File: config.mk
export PLATFORM = sky130hd
export DESIGN_NAME = video_nn_scaler_flat
export DESIGN_NICKNAME = d
export VERILOG_FILES = /design/src/rtl/video_nn_scaler_if.sv /design/src/rtl/video_nn_scaler.sv /design/src/flat_wrapper.sv
export SDC_FILE = /design/constraint.sdc
export NUM_CORES = 1
export LEC_CHECK = 0
export ABC_CLOCK_PERIOD_IN_PS = 9200
export CAP_MARGIN = 20
export CORE_MARGIN = 8
export CORE_UTILIZATION = 65
export CTS_CLUSTER_SIZE = 25
export DETAILED_ROUTE_END_ITERATION = 8
export PLACE_DENSITY = 0.85
export SYNTH_ARGS = -nofsm -noshare
export SYNTH_HDL_FRONTEND = slang
export SYNTH_SLANG_ARGS = --single-unit
File: constraint.sdc
create_clock -name pixclk_in -period 9.2 [get_ports pixclk_in]
set_input_delay 2.3 -clock pixclk_in [delete_from_list [all_inputs] [get_ports pixclk_in]]
set_output_delay 2.3 -clock pixclk_in [all_outputs]
set_load 0.005 [all_outputs]
File: src/rtl/video_nn_scaler_if.sv
// Video timing and pixel bundle (sync, data enable, pixel) shared by the
// scaler's input and output sides.
interface video_nn_scaler_if #(
  parameter int DATA_W = 24
);
  logic              vs;
  logic              hs;
  logic              de;
  logic [DATA_W-1:0] data;

  modport master (output vs, hs, de, data);
  modport slave  (input  vs, hs, de, data);
endinterface

File: src/rtl/video_nn_scaler.sv
// Nearest-neighbour downscaler: per-frame scale factors from a restoring
// divider, then fixed-point accumulators pick which input pixels survive.
module video_nn_scaler #(
  parameter int DATA_W = 24,
  parameter int RES_W  = 12,
  parameter int FRAC_W = 16
) (
  input  logic              pixclk_in,
  input  logic              rst,
  input  logic [RES_W-1:0]  vin_xres,
  input  logic [RES_W-1:0]  vin_yres,
  input  logic [RES_W-1:0]  vout_xres,
  input  logic [RES_W-1:0]  vout_yres,
  input  logic              scale_en,
  video_nn_scaler_if.slave  vid_in,
  video_nn_scaler_if.master vid_out,
  output logic              cfg_busy,
  output logic              cfg_err
);

  localparam int ACC_W = RES_W + FRAC_W;
  localparam int CNT_W = $clog2(ACC_W);
  localparam logic [ACC_W-1:0] SF_ONE   = {{(RES_W-1){1'b0}}, 1'b1, {FRAC_W{1'b0}}};
  localparam logic [CNT_W-1:0] CNT_LAST = CNT_W'(ACC_W - 1);
  localparam logic [CNT_W-1:0] CNT_ONE  = CNT_W'(1);
  localparam logic [RES_W-1:0] RES_ONE  = RES_W'(1);

  typedef enum logic {ST_IDLE, ST_DIV} div_state_t;

  div_state_t        r_state;
  logic              r_vs_prev;
  logic [RES_W-1:0]  r_xi, r_yi, r_xo, r_yo;
  logic [CNT_W-1:0]  r_cnt;
  logic [RES_W-1:0]  r_rem_x, r_rem_y;
  logic [ACC_W-2:0]  r_q_x, r_q_y;
  logic [ACC_W-1:0]  r_sf_x, r_sf_y;
  logic              r_err, r_drop;

  logic              r_de_prev;
  logic [RES_W-1:0]  r_x, r_y;
  logic [ACC_W-1:0]  r_acc_x, r_acc_y;
  logic              r_vs_o, r_hs_o, r_de_o;
  logic [DATA_W-1:0] r_data_o;

  function automatic logic [ACC_W-1:0] sat_add(input logic [ACC_W-1:0] a,
                                               input logic [ACC_W-1:0] b);
    // NOTE: blocking assignment is right here: s is a function-local temporary, not state.
    logic [ACC_W:0] s;
    s = {1'b0, a} + {1'b0, b};
    return s[ACC_W] ? {ACC_W{1'b1}} : s[ACC_W-1:0];
  endfunction

  logic w_vs_rise, w_cfg_bad;
  assign w_vs_rise = vid_in.vs & ~r_vs_prev;
  assign w_cfg_bad = (vin_xres == '0) | (vin_yres == '0) | (vout_xres == '0) |
                     (vout_yres == '0) | (vout_xres > vin_xres) | (vout_yres > vin_yres);

  // Dividend is vin << FRAC_W, consumed MSB first as r_cnt counts down.
  logic [ACC_W-1:0] w_dvd_x, w_dvd_y;
  logic [RES_W:0]   w_trial_x, w_trial_y;
  logic [RES_W-1:0] w_sub_x, w_sub_y;
  logic             w_ge_x, w_ge_y;
  logic [ACC_W-1:0] w_q_x, w_q_y;
  assign w_dvd_x   = {r_xi, {FRAC_W{1'b0}}};
  assign w_dvd_y   = {r_yi, {FRAC_W{1'b0}}};
  assign w_trial_x = {r_rem_x, w_dvd_x[r_cnt]};
  assign w_trial_y = {r_rem_y, w_dvd_y[r_cnt]};
  assign w_ge_x    = w_trial_x >= {1'b0, r_xo};
  assign w_ge_y    = w_trial_y >= {1'b0, r_yo};
  assign w_sub_x   = RES_W'(w_trial_x - {1'b0, r_xo});
  assign w_sub_y   = RES_W'(w_trial_y - {1'b0, r_yo});
  assign w_q_x     = {r_q_x, w_ge_x};
  assign w_q_y     = {r_q_y, w_ge_y};

  // NOTE: sequential state uses non-blocking assignments so every register samples pre-edge values.
  always_ff @(posedge pixclk_in) begin
    if (rst) begin
      r_state   <= ST_IDLE;
      r_vs_prev <= 1'b0;
      r_xi      <= '0;
      r_yi      <= '0;
      r_xo      <= '0;
      r_yo      <= '0;
      r_cnt     <= '0;
      r_rem_x   <= '0;
      r_rem_y   <= '0;
      r_q_x     <= '0;
      r_q_y     <= '0;
      r_sf_x    <= SF_ONE;
      r_sf_y    <= SF_ONE;
      r_err     <= 1'b0;
      r_drop    <= 1'b0;
    end else begin
      r_vs_prev <= vid_in.vs;
      if (w_vs_rise) begin
        r_xi    <= vin_xres;
        r_yi    <= vin_yres;
        r_xo    <= vout_xres;
        r_yo    <= vout_yres;
        r_drop  <= 1'b0;
        r_cnt   <= CNT_LAST;
        r_rem_x <= '0;
        r_rem_y <= '0;
        r_q_x   <= '0;
        r_q_y   <= '0;
        if (w_cfg_bad || !scale_en) begin
          r_err   <= w_cfg_bad;
          r_sf_x  <= SF_ONE;
          r_sf_y  <= SF_ONE;
          r_state <= ST_IDLE;
        end else begin
          r_err   <= 1'b0;
          r_state <= ST_DIV;
        end
      end else if (r_state == ST_DIV) begin
        r_rem_x <= w_ge_x ? w_sub_x : w_trial_x[RES_W-1:0];
        r_rem_y <= w_ge_y ? w_sub_y : w_trial_y[RES_W-1:0];
        r_q_x   <= w_q_x[ACC_W-2:0];
        r_q_y   <= w_q_y[ACC_W-2:0];
        if (r_cnt == '0) begin
          r_sf_x  <= w_q_x + SF_ONE[ACC_W-1:0] - SF_ONE + ACC_W'(1);
          r_sf_y  <= w_q_y + ACC_W'(1);
          r_state <= ST_IDLE;
        end else begin
          r_cnt <= r_cnt - CNT_ONE;
        end
        // Pixels arriving before the factors are ready would be mis-scaled.
        if (vid_in.de) begin
          r_drop <= 1'b1;
          r_err  <= 1'b1;
        end
      end
    end
  end

  logic w_sel, w_drop, w_emit, w_line_end;
  assign w_sel  = vid_in.de & (r_x == r_acc_x[ACC_W-1:FRAC_W]) &
                  (r_y == r_acc_y[ACC_W-1:FRAC_W]) & ~(&r_acc_x) & ~(&r_acc_y);
  assign w_drop = r_drop | (vid_in.de & (r_state == ST_DIV));
  assign w_emit = w_sel & ~w_drop;
  // Second term recovers from lines shorter than the programmed width.
  assign w_line_end = (vid_in.de & (r_x == (r_xi - RES_ONE))) |
                      (~vid_in.de & r_de_prev & (r_x != '0));

  always_ff @(posedge pixclk_in) begin
    if (rst) begin
      r_de_prev <= 1'b0;
      r_x       <= '0;
      r_y       <= '0;
      r_acc_x   <= '0;
      r_acc_y   <= '0;
      r_vs_o    <= 1'b0;
      r_hs_o    <= 1'b0;
      r_de_o    <= 1'b0;
      r_data_o  <= '0;
    end else begin
      r_de_prev <= vid_in.de;
      if (vid_in.vs) begin
        r_x     <= '0;
        r_y     <= '0;
        r_acc_x <= '0;
        r_acc_y <= '0;
      end else if (w_line_end) begin
        r_x     <= '0;
        r_acc_x <= '0;
        r_y     <= r_y + RES_ONE;
        if (r_y == r_acc_y[ACC_W-1:FRAC_W]) r_acc_y <= sat_add(r_acc_y, r_sf_y);
      end else begin
        if (vid_in.de) r_x <= r_x + RES_ONE;
        if (w_sel) r_acc_x <= sat_add(r_acc_x, r_sf_x);
      end
      r_vs_o   <= vid_in.vs;
      r_hs_o   <= vid_in.hs;
      r_de_o   <= w_emit;
      r_data_o <= w_emit ? vid_in.data : '0;
    end
  end

  assign vid_out.vs   = r_vs_o;
  assign vid_out.hs   = r_hs_o;
  assign vid_out.de   = r_de_o;
  assign vid_out.data = r_data_o;
  assign cfg_busy     = (r_state == ST_DIV);
  assign cfg_err      = r_err;

endmodule

File: src/flat_wrapper.sv
// flat-port wrapper written by rule: the top's interface ports become plain ports
module video_nn_scaler_flat 
#(
  parameter int DATA_W = 24,
  parameter int RES_W  = 12,
  parameter int FRAC_W = 16
)
  (pixclk_in, rst, vin_xres, vin_yres, vout_xres, vout_yres, scale_en, cfg_busy, cfg_err, vid_in_vs, vid_in_hs, vid_in_de, vid_in_data, vid_out_vs, vid_out_hs, vid_out_de, vid_out_data);
  video_nn_scaler_if #(.DATA_W(DATA_W)) vid_in_i ();
  video_nn_scaler_if #(.DATA_W(DATA_W)) vid_out_i ();
  input  logic pixclk_in;
  input  logic rst;
  input  logic [RES_W-1:0] vin_xres;
  input  logic [RES_W-1:0] vin_yres;
  input  logic [RES_W-1:0] vout_xres;
  input  logic [RES_W-1:0] vout_yres;
  input  logic scale_en;
  output logic cfg_busy;
  output logic cfg_err;
  input wire logic [$bits(vid_in_i.vs)-1:0] vid_in_vs;
  input wire logic [$bits(vid_in_i.hs)-1:0] vid_in_hs;
  input wire logic [$bits(vid_in_i.de)-1:0] vid_in_de;
  input wire logic [$bits(vid_in_i.data)-1:0] vid_in_data;
  output wire logic [$bits(vid_out_i.vs)-1:0] vid_out_vs;
  output wire logic [$bits(vid_out_i.hs)-1:0] vid_out_hs;
  output wire logic [$bits(vid_out_i.de)-1:0] vid_out_de;
  output wire logic [$bits(vid_out_i.data)-1:0] vid_out_data;
  assign vid_in_i.vs = vid_in_vs;
  assign vid_in_i.hs = vid_in_hs;
  assign vid_in_i.de = vid_in_de;
  assign vid_in_i.data = vid_in_data;
  assign vid_out_vs = vid_out_i.vs;
  assign vid_out_hs = vid_out_i.hs;
  assign vid_out_de = vid_out_i.de;
  assign vid_out_data = vid_out_i.data;
  video_nn_scaler #(.DATA_W(DATA_W), .RES_W(RES_W), .FRAC_W(FRAC_W)) u_core (.pixclk_in(pixclk_in), .rst(rst), .vin_xres(vin_xres), .vin_yres(vin_yres), .vout_xres(vout_xres), .vout_yres(vout_yres), .scale_en(scale_en), .vid_in(vid_in_i), .vid_out(vid_out_i), .cfg_busy(cfg_busy), .cfg_err(cfg_err));
endmodule
==> results of run 1 <==
[tightest hold or removal path, cell delays in order (launching register included)]
cell     delay, ns
dfxtp_1       0.31
nand2_1       0.05
a21oi_1       0.05
[layer usage]
metal | share of wire | routed length (µm) | global-route usage
met5 | 0 | 0 | 0
met4 | 0.034 | 1497 | 0.09852
met3 | 0.073 | 3214 | 0.04233
met2 | 0.47 | 20560 | 0.4482
met1 | 0.43 | 18800 | 0.3472
[synthesized netlist by cell type, types with 26 or more instances]
| master | number |
|---|---|
| clkbuf_1 | 82 |
| nor2_1 | 156 |
| nand2_1 | 211 |
| xor2_1 | 64 |
| a21oi_1 | 192 |
| nand4_1 | 60 |
| a22o_1 | 26 |
| mux2i_1 | 60 |
| and2_1 | 34 |
| nand3_1 | 41 |
| dfxtp_1 | 298 |
| nor3_1 | 28 |
| inv_1 | 91 |
| a21o_1 | 37 |
| xnor2_1 | 98 |
| ha_1 | 112 |
| o21ai_0 | 116 |
| nor4_1 | 43 |
[layout by cell type (no fill, tap or decap), types with 15 or more instances in the layout]
cell type,count
a21o_1,37
o211ai_1,20
nand3_1,41
clkdlybuf4s50_1,105
mux2i_1,60
ha_1,112
nand4_1,60
a22o_1,26
nand2_1,210
xor2_1,64
dfxtp_1,297
clkbuf_16,31
or3_1,15
o21ai_0,116
nor4_1,43
xnor2_1,98
and3_1,15
inv_1,91
nor2b_1,19
a21oi_1,190
nor3_1,28
nor2_1,155
and2_1,34
[stage by stage]
step                      hold slack, ns  area, µm²
after floorplan                   0.4301      17210
after global placement            0.4425      18390
after detailed placement          0.4467      18410
after CTS                         0.4561      19530
after global routing              0.4772      19530
final                             0.4536      19530
[area by class of cell]
| type | instances | area [µm²] |
|---|---|---|
| tap | 335 | 419.2 |
| inverter | 92 | 345.3 |
| multi-input combinational | 1568 | 10500 |
| fill | 1901 | 6529 |
| timing repair buffer | 120 | 1169 |
| sequential | 298 | 5969 |
| clock buffer | 37 | 838.3 |
| clock inverter | 20 | 285.3 |
[registers in the layout, indices dropped and copies added (netlist names)]
| signal | cells |
|---|---|
| u_core.r_drop | 1 |
| u_core.r_y | 12 |
| u_core.r_q_y | 27 |
| u_core.r_acc_y | 28 |
| u_core.r_x | 12 |
| u_core.cfg_err | 1 |
| u_core.vid_out.de | 1 |
| u_core.vid_out.data | 24 |
| u_core.r_sf_x | 28 |
| u_core.r_rem_y | 12 |
| u_core.r_acc_x | 28 |
| u_core.r_sf_y | 28 |
| u_core.r_yi | 12 |
| u_core.r_de_prev | 1 |
| u_core.r_cnt | 5 |
| u_core.r_q_x | 27 |
| u_core.vid_out.vs | 1 |
| u_core.r_yo | 12 |
| u_core.r_xi | 12 |
| u_core.r_rem_x | 12 |
| u_core.cfg_busy | 1 |
| u_core.vid_out.hs | 1 |
| u_core.r_xo | 12 |
[logic make-up (layout without fill, tap and decap cells)]
kind of cell,after synthesis,after routing,synth area share
fa+ha+maj,116,116,0.08609
mux,68,68,0.04406
xor+xnor,163,163,0.08376
compound gates,533,533,0.1938
flops,298,298,0.3467
buf+inv,201,269,0.04566
simple gates,688,688,0.2000
[power by group through the flow]
stage	logic, mW	registers, mW	clock network (mW)
2_1_floorplan	0.351	1.40	0
3_3_place_gp	0.494	1.42	0
3_5_place_dp	0.518	1.43	0
4_1_cts	0.520	1.40	1.38
5_1_grt	0.577	1.41	1.43
6_report	0.525	1.40	1.37
[path summary, 6_finish.rpt]
path                                 from                              end  slack (ns)  cells past startpoint
max                             vid_in_de  u_core.r_acc_y[26]$_SDFFE_PP0P_        3.38                      9
min reg2reg   u_core.r_xo[2]$_SDFFE_PP0P_      u_core.r_xo[2]$_SDFFE_PP0P_        0.45                      2
min           u_core.r_xo[2]$_SDFFE_PP0P_      u_core.r_xo[2]$_SDFFE_PP0P_        0.45                      2
max reg2reg  u_core.r_cnt[0]$_SDFFE_PP0P_   u_core.r_sf_x[20]$_SDFFE_PP0P_        4.21                     20
==> results.sh, run 1 <==
export IMPL_setup_slack_ns=3.383
export IMPL_slew_headroom=0.2504
export IMPL_rsz0062_at_grt="no"
export IMPL_hp_class="flop to flop"
export IMPL_power_frac_clock=0.415
export IMPL_skew_ns=0.01419
export IMPL_postSynth_asyncResetShare=0
export IMPL_worstPathRequired_ns=9.60
export IMPL_die_w_um=178.7
export IMPL_drtIter0Drc=1313
export IMPL_drc=0
export IMPL_ys_seq_elements=298
export IMPL_drt_wirelength_per_cell_um=17.84
export IMPL_fin_setup_tns_ns=0
export IMPL_cts_sinks=298
export IMPL_synth_edf_count=0
export IMPL_power_frac_comb=0.159
export IMPL_finalNetCount=2305
export IMPL_total_power_mw=3.291
export IMPL_path_clk_slew_ns=0.06
export IMPL_place_gp_congestion=0.9458
export IMPL_worstPathMaxFanout=29
export IMPL_power_leakage_nw=7.587
export IMPL_io_pins=107
export IMPL_hold_viol_final=0
export IMPL_fmax_mhz=171.9
export IMPL_postCtsHoldBufs=0
export IMPL_clk_path_buf_depth=3
export IMPL_layout_worst_path_cycle_share=0.6323
export IMPL_crit_type="primary input to flop"
export IMPL_grt_pass1_wl_um=71960
export IMPL_final_cells=2470
export IMPL_startpoint_type="primary input"
export IMPL_ys_types=79
export IMPL_antenna_found_initial=0
export IMPL_outcome="finished clean"
export IMPL_slew_viol_final=0
export IMPL_path_cells="clkdlybuf4s50_1, nand4_1, nor4_1, o211ai_1, o31a_1, buf_4, nor2b_2, nor3b_4, a21oi_1"
export IMPL_cts_htree_levels=1
export IMPL_cts_tree="built"
export IMPL_dr_pass1_iters=5
export IMPL_path_delay_family="simple AND/OR/NAND/NOR gates"
export IMPL_grt_max_degree=89
export IMPL_p_int_mw=2.391
export IMPL_synth_avg_cell_area_um2=8.325
export IMPL_initial_utilization=0.6603
export IMPL_die_area_um2=31940
export IMPL_dp_cells=2413
export IMPL_min_period_ns=5.817
export IMPL_synth_top_area_frac=0.3467
export IMPL_drt_wl_total_um=44070
export IMPL_cts_root_buf="clkbuf_16"
export IMPL_avgViaCountPerCell=6.257
export IMPL_fin_util=0.7495
export IMPL_slowest_delay_ns=1.05
export IMPL_tightestPinTransition_ns=1.123
export IMPL_synthCells=2067
export IMPL_ys_warn_count=0
export IMPL_clkLatencyLatePin_ns=0.56
export IMPL_cts_resized=0
export IMPL_die_h_um=178.7
export IMPL_preCtsSetupSlack_ns=2.896
export IMPL_area_delta_synth_final_pct=13.50
export IMPL_yosys_top_cells_area="dfxtp_1 35%, ha_1 8.1%, a21oi_1 5.6%, xnor2_1 5.0%, nand2_1 4.6%"
export IMPL_routed_via_count=15450
export IMPL_synth_nets=2261
export IMPL_setup_viol=0
export IMPL_grt_pass1_vias=14810
export IMPL_drive_above_1_share=0.05340
export IMPL_antenna_left=0
export IMPL_seq_power_share=0.425
export IMPL_power_density_nw_per_um2=168.5
export IMPL_antenna_cells=0
export IMPL_portBuffers=106
export IMPL_switchingPower_mw=0.9001
export IMPL_netSwitchingFraction=0.2735
export IMPL_yosysTopAreaCell="dfxtp_1"
export IMPL_cp_num_buf_inv=2
export IMPL_yosysSeqAreaShare=0.3467
export IMPL_cp_arrival_ns=6.21
export IMPL_grt_usage=0.2689
export IMPL_numCtsBuffers=31
export IMPL_cts_setup_buffers=0
export IMPL_core_area_um2=26060
export IMPL_syn_cell_area_um2=17210
export IMPL_rows=59
export IMPL_dp_hpwl_um=31600
export IMPL_ir_drop_mv=0.1894
export IMPL_cap_violations=0
export IMPL_cp_slowest_cell="nor3b_4"
export IMPL_grt_remaining_overflow=0
export IMPL_endpoint_kind="flop"
export IMPL_synthFlopType="dfxtp_1"
Power figures use the tool's default switching activity.
==> run 2, diff against run 1 <==
ABC_CLOCK_PERIOD_IN_PS = 5300   (was 9200)
CORE_UTILIZATION = 55   (was 65)
PLACE_DENSITY = 0.77   (was 0.85)
clock period = 5.3 ns   (was 9.2 ns; I/O delays follow)
==> run 2 against run 1 <==
Compared with the run above:
- sequential power grew 74%
- sequential cell count is the same
- worst hold slack gained 0.0017 ns
- core utilization shrank 10 points
- register-to-register slack lost 3.3 ns
- clock-buffer cell count grew 14
- via count shrank 0.30%
- non-clock buffer count grew 10
- clock power grew 83%
- critical path type is now flop to flop
- critical endpoint is now u_core.r_sf_x[26]$_SDFFE_PP0P_
- largest cell class unchanged
==> results.sh, run 2 (same netlist as run 1, synthesis figures left out) <==
export IMPL_power_leakage_nw=7.689
export IMPL_dp_hpwl_um=32090
export IMPL_total_power_mw=5.860
export IMPL_cts_setup_buffers=0
export IMPL_hold_start="u_core.r_xo[8]$_SDFFE_PP0P_"
export IMPL_cp_startpoint="u_core.r_cnt[0]$_SDFFE_PP0P_"
export IMPL_antenna_found_initial=0
export IMPL_cp_arrival_ns=4.83
export IMPL_r2r_slack_ns=0.87
export IMPL_tightestPinTransition_ns=1.012
export IMPL_drtIter0Drc=1094
export IMPL_rsz0062_at_grt="no"
export IMPL_avgViaCountPerCell=6.051
export IMPL_preCtsSetupSlack_ns=0.9071
export IMPL_clk_path_buf_depth=3
export IMPL_final_common_cell="dfxtp_1"
export IMPL_min_period_ns=4.430
export IMPL_power_density_nw_per_um2=296.4
export IMPL_hold_path_depth=2
export IMPL_finalNetCount=2319
export IMPL_cap_violations=0
export IMPL_rr_startpoint="u_core.r_cnt[0]$_SDFFE_PP0P_"
export IMPL_drt_wl_total_um=44130
export IMPL_cts_sinks=298
export IMPL_die_area_um2=37200
export IMPL_fin_setup_tns_ns=0
export IMPL_area_delta_synth_final_pct=14.91
export IMPL_setup_viol=0
export IMPL_reg2regPathDepth=20
export IMPL_place_gp_congestion=0.9345
export IMPL_cts_resized=0
export IMPL_hold_viol_final=0
export IMPL_skew_ns=0.02035
export IMPL_drc=0
export IMPL_clkLatencyLatePin_ns=0.52
export IMPL_hp_class="flop to flop"
export IMPL_grt_max_degree=85
export IMPL_hold_end="u_core.r_xo[8]$_SDFFE_PP0P_"
export IMPL_crit_type="flop to flop"
export IMPL_setup_slack_ns=0.8699
export IMPL_grt_remaining_overflow=0
export IMPL_slew_headroom=0.3251
export IMPL_rr_endpoint="u_core.r_sf_x[26]$_SDFFE_PP0P_"
export IMPL_rows=64
export IMPL_die_h_um=192.9
export IMPL_path_clk_slew_ns=0.06
export IMPL_antenna_cells=0
export IMPL_numCtsBuffers=35
export IMPL_initial_utilization=0.5611
export IMPL_dr_pass1_iters=5
export IMPL_core_area_um2=30670
export IMPL_slew_viol_final=0
export IMPL_final_cell_mix="297 x dfxtp_1, 210 x nand2_1, 190 x a21oi_1"
export IMPL_routed_via_count=15410
export IMPL_worstPathRequired_ns=5.70
export IMPL_ir_drop_mv=0.1831
export IMPL_io_pins=107
export IMPL_portBuffers=106
export IMPL_cts_root_buf="clkbuf_16"
export IMPL_cts_tree="built"
export IMPL_worstPathMaxFanout=17
export IMPL_layout_worst_path_cycle_share=0.8359
export IMPL_postCtsHoldBufs=0
export IMPL_grt_pass1_wl_um=72300
export IMPL_drive_above_1_share=0.05767
export IMPL_drt_wirelength_per_cell_um=17.33
export IMPL_die_w_um=192.9
export IMPL_endpoint_kind="flop"
export IMPL_grt_pass1_vias=14700
export IMPL_antenna_left=0
export IMPL_startpoint_type="flop"
export IMPL_cts_htree_levels=2
export IMPL_grt_usage=0.2315
export IMPL_fmax_mhz=225.7
export IMPL_outcome="finished clean"
-- run 2: cell count changes in the layout (fill, tap and decap cells not counted), sizes merged --
cell / previous run / this run
clkbuf: 37 / 52
buf: 15 / 24
clkinv: 6 / 3
bufinv: 6 / 4
clkinvlp: 6 / 4
inv: 94 / 92
-- run 2: area by class of cell --
| class | instances | area, µm² |
|---|---|---|
| Tap cell | 396 | 495.5 |
| Multi-Input combinational cell | 1568 | 10500 |
| Fill cell | 2610 | 10900 |
| Clock buffer | 51 | 1049 |
| Timing Repair Buffer | 130 | 1241 |
| Clock inverter | 11 | 168.9 |
| Sequential cell | 298 | 5969 |
| Inverter | 92 | 345.3 |
-- run 2: critical path, cell delays in order, from the launching register on --
cell and delay, ns:
dfxtp_1 0.62, mux4_2 0.31, mux2i_1 0.06, o21ai_0 0.32, nand2_1 0.10, ha_1 0.30, nand2b_1 0.10, a21o_1 0.11
a21oi_1 0.06, nor3_1 0.23, o41ai_2 0.13, clkinv_1 0.05, buf_4 0.21, ha_1 0.24, nand4_1 0.17, nor2_1 0.32
nand2_1 0.17, nor3_1 0.31, nand4_1 0.15, xnor2_1 0.15, a22o_1 0.19
-- run 2: worst max path at each step --
| stage | end | depth (start not counted) |
|---|---|---|
| finish | u_core.r_sf_x[26]$_SDFFE_PP0P_ | 20 |
| CTS | u_core.r_sf_x[22]$_SDFFE_PP0P_ | 21 |
| global placement | u_core.r_sf_x[22]$_SDFFE_PP0P_ | 21 |
| global route | u_core.r_sf_x[26]$_SDFFE_PP0P_ | 20 |
| floorplan | u_core.r_sf_x[20]$_SDFFE_PP0P_ | 22 |
| detailed placement | u_core.r_sf_x[22]$_SDFFE_PP0P_ | 21 |
-- run 2: metal layers --
metal | track usage | wire length (µm) | vias to the layer above
met3 | 0.03813 | 2413 | 75
li1 | - | - | 7540
met2 | 0.3880 | 20560 | 435
met4 | 0.06199 | 894 | 0
met1 | 0.3041 | 20270 | 7357
met5 | 0 | 0 | -
-- run 2: per-stage QoR --
| stage | hold WS [ns] | utilization | cell area [µm²] | std cells |
|---|---|---|---|---|
| floorplan | 0.4301 | - | 17210 | 2067 |
| global placement | 0.4449 | 0.6044 | 18540 | 2482 |
| detailed placement | 0.4489 | 0.6044 | 18540 | 2482 |
| CTS | 0.4568 | 0.6441 | 19750 | 2544 |
| global route | 0.4830 | 0.6447 | 19770 | 2546 |
| finish | 0.4553 | 0.6447 | 19770 | 2546 |
-- run 2: power breakdown --
group	switching [mW]	total (mW)	internal [mW]	leakage [nW]
registers	0.0913	2.43	2.33	2.42
logic	0.528	0.920	0.392	4.69
clock network	0.944	2.51	1.57	0.584
